## src/rtl/mlp_seq_ctrl.sv

```systemverilog
// Job sequencer for the MLP accelerator: counts load words, runs the clear/MAC/round
// passes on the pe_array, then drains the result bank to the output port.
module mlp_seq_ctrl #(
    parameter int unsigned W_WORDS    = 128,
    parameter int unsigned X_WORDS    = 128,
    parameter int unsigned K_LEN      = 16,
    parameter int unsigned N_ROUNDS   = 8,
    parameter int unsigned OUT_WORDS  = 128,
    parameter int unsigned RV_TIMEOUT = 64
) (
    input  logic                          clk,
    input  logic                          rst,
    input  logic                          load_en_i,
    output logic                          load_type_o,
    output logic                          pe_rst_o,
    output logic                          pe_en_o,
    output logic                          keep_o,
    output logic [$clog2(K_LEN)-1:0]      add_number_o,
    output logic                          rounder_en_o,
    output logic [$clog2(N_ROUNDS)-1:0]   round_number_o,
    input  logic                          rounder_valid_i,
    output logic                          out_valid_o,
    input  logic                          out_ready_i,
    output logic [$clog2(OUT_WORDS)-1:0]  out_idx_o,
    output logic                          busy_o,
    output logic                          done_o,
    output logic                          err_o
);

    localparam int unsigned KW   = $clog2(K_LEN);
    localparam int unsigned RW   = $clog2(N_ROUNDS);
    localparam int unsigned IW   = $clog2(OUT_WORDS);
    localparam int unsigned LMAX = (W_WORDS > X_WORDS) ? W_WORDS : X_WORDS;
    localparam int unsigned CW   = $clog2(LMAX + 1);
    localparam int unsigned TW   = $clog2(RV_TIMEOUT + 1);

    typedef enum logic [3:0] {
        IDLE, LOAD_W, LOAD_X, CLEAR, MAC, ROUND, WAIT_RV, OUTPUT, DONE
    } state_t;

    state_t          state, state_n;
    logic [CW-1:0]   cnt, cnt_n;
    logic [KW-1:0]   k, k_n;
    logic [RW-1:0]   round, round_n;
    logic [TW-1:0]   tmo, tmo_n;
    logic [IW-1:0]   idx, idx_n;
    logic            err, err_n;

    // Next-state and counter update
    always_comb begin
        state_n = state;
        cnt_n   = cnt;
        k_n     = k;
        round_n = round;
        tmo_n   = tmo;
        idx_n   = idx;
        err_n   = err;
        if (load_en_i && !(state inside {IDLE, LOAD_W, LOAD_X}))
            err_n = 1'b1;
        case (state)
            IDLE: if (load_en_i) begin
                if (W_WORDS == 1) begin
                    state_n = LOAD_X;
                    cnt_n   = '0;
                end else begin
                    state_n = LOAD_W;
                    cnt_n   = CW'(1);
                end
            end
            LOAD_W: if (load_en_i) begin
                if (cnt == CW'(W_WORDS - 1)) begin
                    state_n = LOAD_X;
                    cnt_n   = '0;
                end else begin
                    cnt_n = cnt + CW'(1);
                end
            end
            LOAD_X: if (load_en_i) begin
                if (cnt == CW'(X_WORDS - 1)) begin
                    state_n = CLEAR;
                    cnt_n   = '0;
                end else begin
                    cnt_n = cnt + CW'(1);
                end
            end
            CLEAR: begin
                state_n = MAC;
                k_n     = '0;
            end
            MAC: begin
                if (k == KW'(K_LEN - 1)) begin
                    state_n = ROUND;
                    k_n     = '0;
                end else begin
                    k_n = k + KW'(1);
                end
            end
            ROUND: begin
                state_n = WAIT_RV;
                tmo_n   = '0;
            end
            WAIT_RV: begin
                if (rounder_valid_i) begin
                    tmo_n = '0;
                    if (round == RW'(N_ROUNDS - 1)) begin
                        state_n = OUTPUT;
                        idx_n   = '0;
                        round_n = '0;
                    end else begin
                        state_n = CLEAR;
                        round_n = round + RW'(1);
                    end
                end else if (tmo == TW'(RV_TIMEOUT - 1)) begin
                    // Rounder never answered: abort the job
                    state_n = IDLE;
                    err_n   = 1'b1;
                    round_n = '0;
                    tmo_n   = '0;
                end else begin
                    tmo_n = tmo + TW'(1);
                end
            end
            OUTPUT: if (out_ready_i) begin
                if (idx == IW'(OUT_WORDS - 1)) begin
                    state_n = DONE;
                    idx_n   = '0;
                end else begin
                    idx_n = idx + IW'(1);
                end
            end
            DONE:    state_n = IDLE;
            default: state_n = IDLE;
        endcase
    end

    // Strobes are decoded from the next state so they line up with the state they belong to
    always_ff @(posedge clk) begin
        if (rst) begin
            state        <= IDLE;
            cnt          <= '0;
            k            <= '0;
            round        <= '0;
            tmo          <= '0;
            idx          <= '0;
            err          <= 1'b0;
            load_type_o  <= 1'b0;
            pe_rst_o     <= 1'b0;
            pe_en_o      <= 1'b0;
            keep_o       <= 1'b0;
            rounder_en_o <= 1'b0;
            out_valid_o  <= 1'b0;
            busy_o       <= 1'b0;
            done_o       <= 1'b0;
        end else begin
            state        <= state_n;
            cnt          <= cnt_n;
            k            <= k_n;
            round        <= round_n;
            tmo          <= tmo_n;
            idx          <= idx_n;
            err          <= err_n;
            load_type_o  <= (state_n == LOAD_X);
            pe_rst_o     <= (state_n == CLEAR);
            pe_en_o      <= (state_n == MAC);
            keep_o       <= (state_n == MAC) && (k_n != '0);
            rounder_en_o <= (state_n == ROUND);
            out_valid_o  <= (state_n == OUTPUT);
            busy_o       <= (state_n != IDLE);
            done_o       <= (state_n == DONE);
        end
    end

    assign add_number_o   = k;
    assign round_number_o = round;
    assign out_idx_o      = idx;
    assign err_o          = err;

endmodule

```

## config.mk

```make
export PLATFORM = sky130hd
export DESIGN_NAME = mlp_seq_ctrl
export DESIGN_NICKNAME = d
export VERILOG_FILES = /design/src/rtl/mlp_seq_ctrl.sv
export SDC_FILE = /design/constraint.sdc
export NUM_CORES = 1
export LEC_CHECK = 0
export ABC_AREA = 1
export CAP_MARGIN = 25
export CELL_PAD_IN_SITES_DETAIL_PLACEMENT = 0
export CELL_PAD_IN_SITES_GLOBAL_PLACEMENT = 1
export CORE_MARGIN = 2
export CORE_UTILIZATION = 39
export CTS_CLUSTER_SIZE = 30
export DETAILED_ROUTE_END_ITERATION = 7
export PLACE_DENSITY_LB_ADDON = 0.1
export SLEW_MARGIN = 25
export SYNTH_ARGS = -nofsm -noshare
export SYNTH_HDL_FRONTEND = slang
export SYNTH_SLANG_ARGS = --single-unit
```

## constraint.sdc

```tcl
create_clock -name clk -period 1.5 [get_ports clk]
set_input_delay 0.15 -clock clk [delete_from_list [all_inputs] [get_ports clk]]
set_output_delay 0.15 -clock clk [all_outputs]
set_load 0.01 [all_outputs]
```

# --- Word-level counts from Yosys, hierarchy flattened ---
# Index checks and enable logic that the tools add are counted.
op_classes:
  mux: 33
  n_reduce_logical: 15
  add_sub_neg: 5
  eq_ne: 23
ops:
  columns: ["cell", "n"]
  rows:
  - ["4-bit 2-to-1 mux", 11]
  - ["7-bit 2-to-1 mux", 6]
  - ["4-bit one-hot mux with 8 select lines", 1]
  - ["4-bit by 3-bit equality test with 1-bit output (second input constant)", 7]
  - ["7-bit one-hot mux with 2 select lines", 2]
  - ["8-bit 2-to-1 mux", 3]
  - ["4-bit by 2-bit equality test with 1-bit output (second input constant)", 4]
  - ["8-bit one-hot mux with 2 select lines", 1]
  - ["7-bit by 1-bit adder with 7-bit output (second input constant)", 2]
  - ["3-bit 2-to-1 mux", 4]
  - ["8-bit by 1-bit adder with 8-bit output (second input constant)", 1]
  - ["4-bit equality test (second input constant)", 2]
  - ["8-bit by 7-bit equality test with 1-bit output (second input constant)", 1]
  - ["2-bit inequality test (second input constant)", 4]
  - ["4-bit one-hot mux with 2 select lines", 1]
  - ["2-bit nonzero test", 4]
  - ["4-bit nonzero test", 2]
  - ["7-bit by 6-bit equality test with 1-bit output (second input constant)", 1]
  - ["7-bit equality test (second input constant)", 1]
  - ["4-bit by 1-bit adder with 4-bit output (second input constant)", 1]
  - ["4-bit by 1-bit equality test with 1-bit output (second input constant)", 1]
  - ["4-bit logical NOT", 1]
  - ["1-bit 2-to-1 mux", 4]
  - ["4-bit AND reduction", 1]
  - ["other kinds (9)", 10]
totals:
  register_bits: 42
  input_bits: 5
  word_cells: 91
  out_inout_bits: 23

# --- Depth between registers and ports, before layout ---
# Gate-level depths: netlist (run 1).
depth:
  ltp_word: 8
  depth_mapped: 11
  ltp_nobuf: 11

# --- Worst setup path before layout (run 1) ---
# No wires, ideal clock.
synth_path:
  kind: "reg2reg"
  start: "reg idx[0], in the netlist out_idx_o[0]"
  end: "reg busy_o"
  required_ps: 1383
  setup_time_ps: 117
  arrival_ps: 1366
  stages_incl_launch_ff: 11
  n_path_buf: 0
  synth_period_minus_slack_ps: 1483
  slack_ps: 17
  path_cell_list: "dfxtp_1 > ha_1 > nand3_1 > inv_1 > nand2_1 > nand2_1 > nand2_1 > nor2_1 > nand2_2 > o21bai_1 > nand2_1"
synth_via:
  elab_chain_len: 5
synth_lines:
  columns: ["item", "line", "source"]
  rows:
  - ["start, declared", "46", "logic [IW-1:0] idx, idx_n;"]
  - ["start signal, assigned", "160", "idx <= idx_n;"]
  - ["7-bit equality test", "124", "if (idx == IW'(OUT_WORDS - 1)) begin"]
  - ["4-bit 2-to-1 mux", "124", null]
  - ["4-bit 2-to-1 mux", "123", "OUTPUT: if (out_ready_i) begin"]
  - ["4-bit one-hot mux with 8 select lines", "60", "case (state)"]
  - ["4-bit nonzero test", "168", "busy_o <= (state_n != IDLE);"]
  - ["end signal, assigned", "168", null]
  - ["end, declared", "25", "output logic busy_o,"]
# No other way between the ends.
# A chain may end at the register's enable or synchronous reset.

# --- Worst setup path in the final report (run 1) ---
# Ends and elaborated chain as after synthesis.

==> results.ini, run 1 <==
[outcome]
outcome = complete, no violations

[drt]
vias_per_cell = 4.651
wl_per_cell_um = 10.83
post-route-drc-count = 0
final_antenna_net_count = 0
route.vias.total = 2028
detail_route.first_pass.iterations = 4
drt-initial-drc-count = 65
drt_wl_total_um = 4723

[floorplan]
fp.coreArea_sq_um = 5140
die_y_um = 77.20
chipWidth_um = 77.20
start_util_pct = 40.65
floorplan.io_pins = 28
floorplan.rows = 26
die_area_sq_um = 5959

[timing]
slew-limit-headroom_pct = 61.56
post-route-min-period_ps = 1461
finalSetupViolCount = 0
hold-worst-slack_ps = 453.4
timing.clock.skew_ps = 6.831
slew_violations = 0
unrepaired_setup_endpoints_after_global_routing = yes
layout_worst_path_cycle_share_pct = 97.39
max_slew.worst_pin.slew_ps = 572.7
hold_viol = 0
setup_slack_ps = 39.12
max_freq_ghz = 0.6845

[synth]
synth_fp_nets = 313
netlist_area_before_placement_sq_um = 2090
synthCells = 302
syn_area_per_cell_sq_um = 6.919
yosys_register_bits = 42
synth.distinct_cells = 30
yosys_warnings = 0
yosysSeqAreaShare_pct = 40.24

[clock_network]
worst_skew_pair.late_latency_ps = 300
cts-buffers-inserted = 5
cts_tree = built
clk_transition_reported_paths_ps = 80
htreeDepth = 2
cts_num_sinks = 42
clk_path_buf_depth = 2
cts.hold.buffers_added = 0
cts.root.buffer_cell = sky130_fd_sc_hd__clkbuf_8

[power]
p_leak_uw = 0.001270
cellPowerDensity_nw_per_um2 = 668.1
power.ir.vdd_worst_mv = 0.3925

[grt]
grt_start_max_net_pins = 19
global_route_wire_length_before_repair_um = 8293
grt_pass1_vias = 1839
grt.overflow.total = 0
track_usage_pct = 17.22
grt_antenna_before_repair = 0

[placed_design]
io_buffer_count = 27
last_weighted_congestion_value_of_the_routability_driven_placer = 0.7528
dp_slack_ps = -83.42
detailedPlacementHpwl_um = 3490

[setup_path]
worst-endpoint-required_ps = 1690
critPathKind = reg2reg
timing.rr.end = busy_o$_SDFF_PP0_
reg2reg_depth = 10
path_common_cell = sky130_fd_sc_hd__nand2_1
worstPathArrival_ps = 1660
crit_path_cell_trace = ha_2 -> nand3_1 -> inv_2 -> nand2_2 -> buf_4 -> inv_1 -> nand2_1 -> nand4_1 -> o21bai_1 -> nand2_1
critical-path-slowest-cell = sky130_fd_sc_hd__dfxtp_2
cpPeakStageDelay_ps = 330
critical_path_buf_inv_count = 3
cp_num_cells = 10
critical_path_peak_fanout = 3
cpLargestDelayFamily = simple AND/OR/NAND/NOR gates
reg2reg_slack_ps = 40
r2r-start = out_idx_o[0]$_SDFFE_PP0P_
worstSetupEndpointType = flip-flop
timing.critical_path.from_type = flip-flop

[hold_path]
worst_hold_path.endpoint = tmo[6]$_SDFFE_PP0P_
worstHoldPathType = reg2reg
timing.hold.worst_path_depth = 2
hold_start = tmo[6]$_SDFFE_PP0P_

[job]
count_of_max_cap_constraint_violations = 0

[cells_and_area]
mostFrequentLayoutCells = 64 x sky130_fd_sc_hd__nand2_1, 35 x sky130_fd_sc_hd__nor2_1, 32 x sky130_fd_sc_hd__dfxtp_1, 32 x sky130_fd_sc_hd__buf_4, 30 x sky130_fd_sc_hd__inv_1
final_common_cell = sky130_fd_sc_hd__nand2_1
fraction_of_final_layout_cells_with_drive_strength_greater_than_1_pct = 29.78
finish.net_count = 377
flow.area_growth_from_synthesis_pct = 38.50
antenna_cells = 0

==> sequential cells by signal, summed over array words and instances, names as in the netlist <==
| name | count |
|---|---|
| out_valid_o | 1 |
| err_o | 1 |
| pe_en_o | 1 |
| tmo | 7 |
| add_number_o | 4 |
| keep_o | 1 |
| round_number_o | 3 |
| out_idx_o | 7 |
| rounder_en_o | 1 |
| done_o | 1 |
| pe_rst_o | 1 |
| load_type_o | 1 |
| state | 4 |
| busy_o | 1 |
| cnt | 8 |
==> how the worst max path moves through the flow <==
stage / from / end
2_1_floorplan: out_idx_o[0]$_SDFFE_PP0P_ / busy_o$_SDFF_PP0_
3_3_place_gp: rounder_valid_i / out_idx_o[4]$_SDFFE_PP0P_
3_5_place_dp: rounder_valid_i / out_idx_o[0]$_SDFFE_PP0P_
4_1_cts: round_number_o[0]$_SDFFE_PP0P_ / busy_o$_SDFF_PP0_
5_1_grt: state[1]$_SDFF_PP0_ / tmo[4]$_SDFFE_PP0P_
6_report: out_idx_o[0]$_SDFFE_PP0P_ / busy_o$_SDFF_PP0_
==> worst register-to-register path, delay by kind of cell, from the launching register on <==
family          cells  cell delay, ps
compound gates      1             180
fa+ha+maj           1             180
buf+inv             3             180
flops               1             330
simple gates        5             490
==> per-layer routing <==
| metal | up-vias | wire length, um | track usage [%] | part of all wire (%) |
|---|---|---|---|---|
| li1 | 1081 | - | - | - |
| met1 | 915 | 2249 | 22.47 | 48 |
| met2 | 25 | 2250 | 28.09 | 48 |
| met3 | 7 | 154 | 3.765 | 3.3 |
| met4 | 0 | 68 | 5.893 | 1.4 |
| met5 | - | 0 | 0 | 0 |
==> synth_stat cells <==
cell / count / area (sq um)
sky130_fd_sc_hd__ha_1: 6 / 75.07
sky130_fd_sc_hd__nor2_2: 1 / 6.260
sky130_fd_sc_hd__nand2_4: 2 / 22.52
sky130_fd_sc_hd__a21oi_2: 2 / 17.52
sky130_fd_sc_hd__xnor2_1: 2 / 17.52
sky130_fd_sc_hd__o21ai_0: 8 / 40.04
sky130_fd_sc_hd__inv_1: 33 / 123.9
sky130_fd_sc_hd__nand3b_1: 1 / 7.510
sky130_fd_sc_hd__nor3_1: 7 / 35.03
sky130_fd_sc_hd__nand2_2: 4 / 25.02
sky130_fd_sc_hd__or2_2: 2 / 12.51
sky130_fd_sc_hd__or2_0: 2 / 12.51
sky130_fd_sc_hd__nand4_1: 3 / 18.77
sky130_fd_sc_hd__buf_2: 1 / 5.000
sky130_fd_sc_hd__a21oi_1: 22 / 110.1
sky130_fd_sc_hd__o21a_1: 1 / 7.510
sky130_fd_sc_hd__clkinv_1: 1 / 3.750
sky130_fd_sc_hd__nand3_1: 20 / 100.1
sky130_fd_sc_hd__nand2_1: 76 / 285.3
sky130_fd_sc_hd__inv_2: 7 / 26.28
sky130_fd_sc_hd__a31oi_1: 1 / 6.260
sky130_fd_sc_hd__nor3b_1: 2 / 15.01
sky130_fd_sc_hd__clkbuf_1: 2 / 7.510
sky130_fd_sc_hd__dfxtp_1: 42 / 840.8
sky130_fd_sc_hd__o21bai_1: 1 / 7.510
sky130_fd_sc_hd__nor2_1: 43 / 161.4
sky130_fd_sc_hd__nor2_4: 6 / 67.56
sky130_fd_sc_hd__o21ai_1: 1 / 5.000
sky130_fd_sc_hd__a41oi_1: 1 / 8.760
sky130_fd_sc_hd__xor2_1: 2 / 17.52
==> power breakdown <==
group | total, uW | switching [uW] | internal [uW]
clock network | 703 | 390 | 313
logic | 107 | 65.2 | 41.6
registers | 1120 | 6.11 | 1120
total | 1930 | 461 | 1470
==> cell type report <==
cell class                 count  area [sq um]
sequential                    42         858.3
multi-input combinational    216          1191
tap                           70         87.58
timing repair buffer          60         521.8
clock inverter                 2         10.01
fill                         551          2246
inverter                      41         156.4
clock buffer                   5         68.82
==> cell families after synthesis <==
logic type	count (synthesis)	share of synthesized area [%]
and+or+nand+nor	169	36.83
adders and majority gates	6	3.593
AOI/OAI and AO/OA	37	9.701
DFF	42	40.24
buffers and inverters	44	7.964
xor gates and xnor gates	4	1.677
==> repair_timing <==
action,CTS,global route
endpoints found under the setup margin,2,23
resized for setup,2,50
endpoints found under the hold margin,0,0
pin swaps,1,13
setup buffers,2,3
==> per-stage QoR <==
stage	util, %	std cells	power, uW	cell area (sq um)	TNS, ps
floorplan	-	302	1210	2090	0
global placement	51.46	424	1256	2645	-335.4
detailed placement	51.46	424	1255	2645	-416.1
CTS	53.41	433	1964	2745	0
global route	56.30	436	2023	2894	-604.1
finish	56.30	436	1934	2894	0
Note: power is estimated with default switching activity, not from simulation.
==> run 2: changes to the inputs <==
--- a/config.mk
+++ b/config.mk
@@ -10,7 +10,8 @@
 export CELL_PAD_IN_SITES_DETAIL_PLACEMENT = 0
 export CELL_PAD_IN_SITES_GLOBAL_PLACEMENT = 1
 export CORE_MARGIN = 2
-export CORE_UTILIZATION = 39
+export CORE_UTILIZATION = 40
+export CTS_BUF_LIST = sky130_fd_sc_hd__clkbuf_2 sky130_fd_sc_hd__clkbuf_4 sky130_fd_sc_hd__clkbuf_8
 export CTS_CLUSTER_SIZE = 30
 export DETAILED_ROUTE_END_ITERATION = 7
 export PLACE_DENSITY_LB_ADDON = 0.1
==> run 2 against run 1 <==
Effect of this change:
- clock power fell by 1%
- clock skew fell by 1.7 ps
- first-iteration DRC count shrank 29%
- via count up 3.4%
- sequential power about the same
- routed wire length increased by 3.7%
- largest cell class unchanged
- die area is 2.4% lower
- sequential share of layout area shrank 0.90 points
- critical endpoint is now out_idx_o[4]$_SDFFE_PP0P_
==> results.ini, run 2 (same netlist as run 1, synthesis figures left out) <==
[outcome]
outcome = complete, no violations  ; unchanged

[floorplan]
die_y_um = 76.28  ; was 77.20 um
die_area_sq_um = 5818  ; was 5959 sq um
floorplan.rows = 26  ; unchanged
chipWidth_um = 76.28  ; was 77.20 um
floorplan.io_pins = 28  ; unchanged
fp.coreArea_sq_um = 5075  ; was 5140 sq um
start_util_pct = 41.17  ; was 40.65%

[clock_network]
cts-buffers-inserted = 5  ; unchanged
cts.hold.buffers_added = 0  ; unchanged
htreeDepth = 2  ; unchanged
clk_transition_reported_paths_ps = 80  ; about the same
cts_num_sinks = 42  ; unchanged
cts.root.buffer_cell = sky130_fd_sc_hd__clkbuf_8  ; unchanged
cts_tree = built  ; unchanged
worst_skew_pair.late_latency_ps = 290  ; was 300 ps
clk_path_buf_depth = 2  ; unchanged

[cells_and_area]
largest_register = cnt  ; unchanged
non_filler_instances = 444  ; was 436
antenna_cells = 0  ; unchanged
finish.utilization_pct = 58.73  ; was 56.30%
largest_register_ff_count = 8  ; unchanged
flow.area_growth_from_synthesis_pct = 42.63  ; was 38.50%
mostFrequentLayoutCells = 67 x sky130_fd_sc_hd__nand2_1, 39 x sky130_fd_sc_hd__buf_4, 36 x sky130_fd_sc_hd__nor2_1  ; was 64 x sky130_fd_sc_hd__nand2_1, 35 x sky130_fd_sc_hd__nor2_1, 32 x sky130_fd_sc_hd__dfxtp_1, 32 x sky130_fd_sc_hd__buf_4, 30 x sky130_fd_sc_hd__inv_1
final_common_cell = sky130_fd_sc_hd__nand2_1  ; unchanged
fill_cells = 517  ; was 551
finish.net_count = 385  ; was 377
fraction_of_final_layout_cells_with_drive_strength_greater_than_1_pct = 30.75  ; was 29.78%

[placed_design]
last_weighted_congestion_value_of_the_routability_driven_placer = 0.7941  ; was 0.7528
placed_instances = 426  ; was 424
dp_slack_ps = -103.8  ; was -83.42 ps
detailedPlacementHpwl_um = 3568  ; was 3490 um
io_buffer_count = 27  ; unchanged

[setup_path]
worstSetupEndpointType = flip-flop  ; unchanged
critical_path_peak_fanout = 5  ; was 3
worst-endpoint-required_ps = 1730  ; was 1690 ps
timing.critical_path.from_type = flip-flop  ; unchanged
crit_path_cell_trace = buf_6 -> nor2_4 -> nand2_4 -> nor2_4 -> inv_2 -> nand2_4 -> nand2_2 -> or2_1 -> a21oi_2  ; was ha_2 -> nand3_1 -> inv_2 -> nand2_2 -> buf_4 -> inv_1 -> nand2_1 -> nand4_1 -> o21bai_1 -> nand2_1
critPathKind = reg2reg  ; unchanged
critical-path-slowest-cell = sky130_fd_sc_hd__dfxtp_2  ; unchanged
worstPathArrival_ps = 1720  ; was 1660 ps
cpPeakStageDelay_ps = 350  ; was 330 ps

[hold_path]
worstHoldPathType = reg2reg  ; unchanged

[grt]
track_usage_pct = 16.85  ; was 17.22%
grt_pass1_vias = 1902  ; was 1839
global_route_wire_length_before_repair_um = 7948  ; was 8293 um
grt_start_max_net_pins = 19  ; unchanged
grt.overflow.total = 0  ; unchanged
grt_antenna_before_repair = 0  ; unchanged

[timing]
timing.clock.skew_ps = 5.159  ; was 6.831 ps
post-route-min-period_ps = 1487  ; was 1461 ps
max_slew.worst_pin.slew_ps = 527.9  ; was 572.7 ps
setup_slack_ps = 13.30  ; was 39.12 ps
max_freq_ghz = 0.6726  ; was 0.6845 GHz
unrepaired_setup_endpoints_after_global_routing = yes  ; unchanged
finalSetupViolCount = 0  ; unchanged
slew-limit-headroom_pct = 64.57  ; was 61.56%
hold-worst-slack_ps = 446.9  ; was 453.4 ps
final.setup.tns_ps = 0  ; unchanged
slew_violations = 0  ; unchanged
hold_viol = 0  ; unchanged
layout_worst_path_cycle_share_pct = 99.11  ; was 97.39%

[drt]
wl_per_cell_um = 11.03  ; was 10.83 um
route.vias.total = 2096  ; was 2028
post-route-drc-count = 0  ; unchanged
detail_route.first_pass.iterations = 4  ; unchanged
vias_per_cell = 4.721  ; was 4.651
drt_wl_total_um = 4899  ; was 4723 um
drt-initial-drc-count = 46  ; was 65
final_antenna_net_count = 0  ; unchanged

[power]
power.ir.vdd_worst_mv = 0.4032  ; was 0.3925 mV
p_leak_uw = 0.001319  ; was 0.001270 uW
cellPowerDensity_nw_per_um2 = 649.6  ; was 668.1 nW/um^2

[job]
count_of_max_cap_constraint_violations = 0  ; unchanged

## run 2: final timing paths
check | start | endpoint | slack [ps] | depth (start not counted)
worst max-delay path | state[0]$_SDFF_PP0_ | out_idx_o[4]$_SDFFE_PP0P_ | 10 | 9
worst max register to register | state[0]$_SDFF_PP0_ | out_idx_o[4]$_SDFFE_PP0P_ | 10 | 9
worst min register to register | tmo[6]$_SDFFE_PP0P_ | tmo[6]$_SDFFE_PP0P_ | 450 | 2
worst min-delay path | tmo[6]$_SDFFE_PP0P_ | tmo[6]$_SDFFE_PP0P_ | 450 | 2
## run 2: stage by stage
step	total power [uW]	instance area, sq um
after global routing	2019	2980
after detailed placement	1259	2660
after floorplan	1210	2090
final	1936	2980
after global placement	1259	2660
after CTS	1949	2745
## run 2: power breakdown
group | switching (uW) | internal, uW
Clock | 381 | 313
Sequential | 7.33 | 1120
Combinational | 68.4 | 46.5
## run 2: what timing repair did
action | in CTS | in global routing
pin swaps | 0 | 21
setup endpoints to repair | 1 | 18
resized for setup | 2 | 54
setup buffers | 0 | 10
cloned | 0 | 1
## run 2: critical path, delay by kind of cell, from the launching register on
family,cells,cell delay [ps]
DFF,1,350
and+or+nand+nor,6,780
buffers and inverters,2,190
AOI/OAI and AO/OA,1,110
## run 2: layout make-up
type,count,area (sq um),share of cell area [%]
clock inverter,2,10.01,0.3359
clock buffer,5,68.82,2.309
inverter,41,158.9,5.332
tap,70,87.58,2.939
timing repair buffer,67,576.8,19.35
multi-input combinational,217,1221,40.97
sequential,42,857.1,28.76
## run 2: routing by layer
metal  up-vias  GRT usage [%]  wire length (um)
met5         -              0                 0
met4         0          5.455                48
met3         6          4.265               191
met2        29          30.27              2453
met1       962          19.52              2204
li1       1099              -                 -
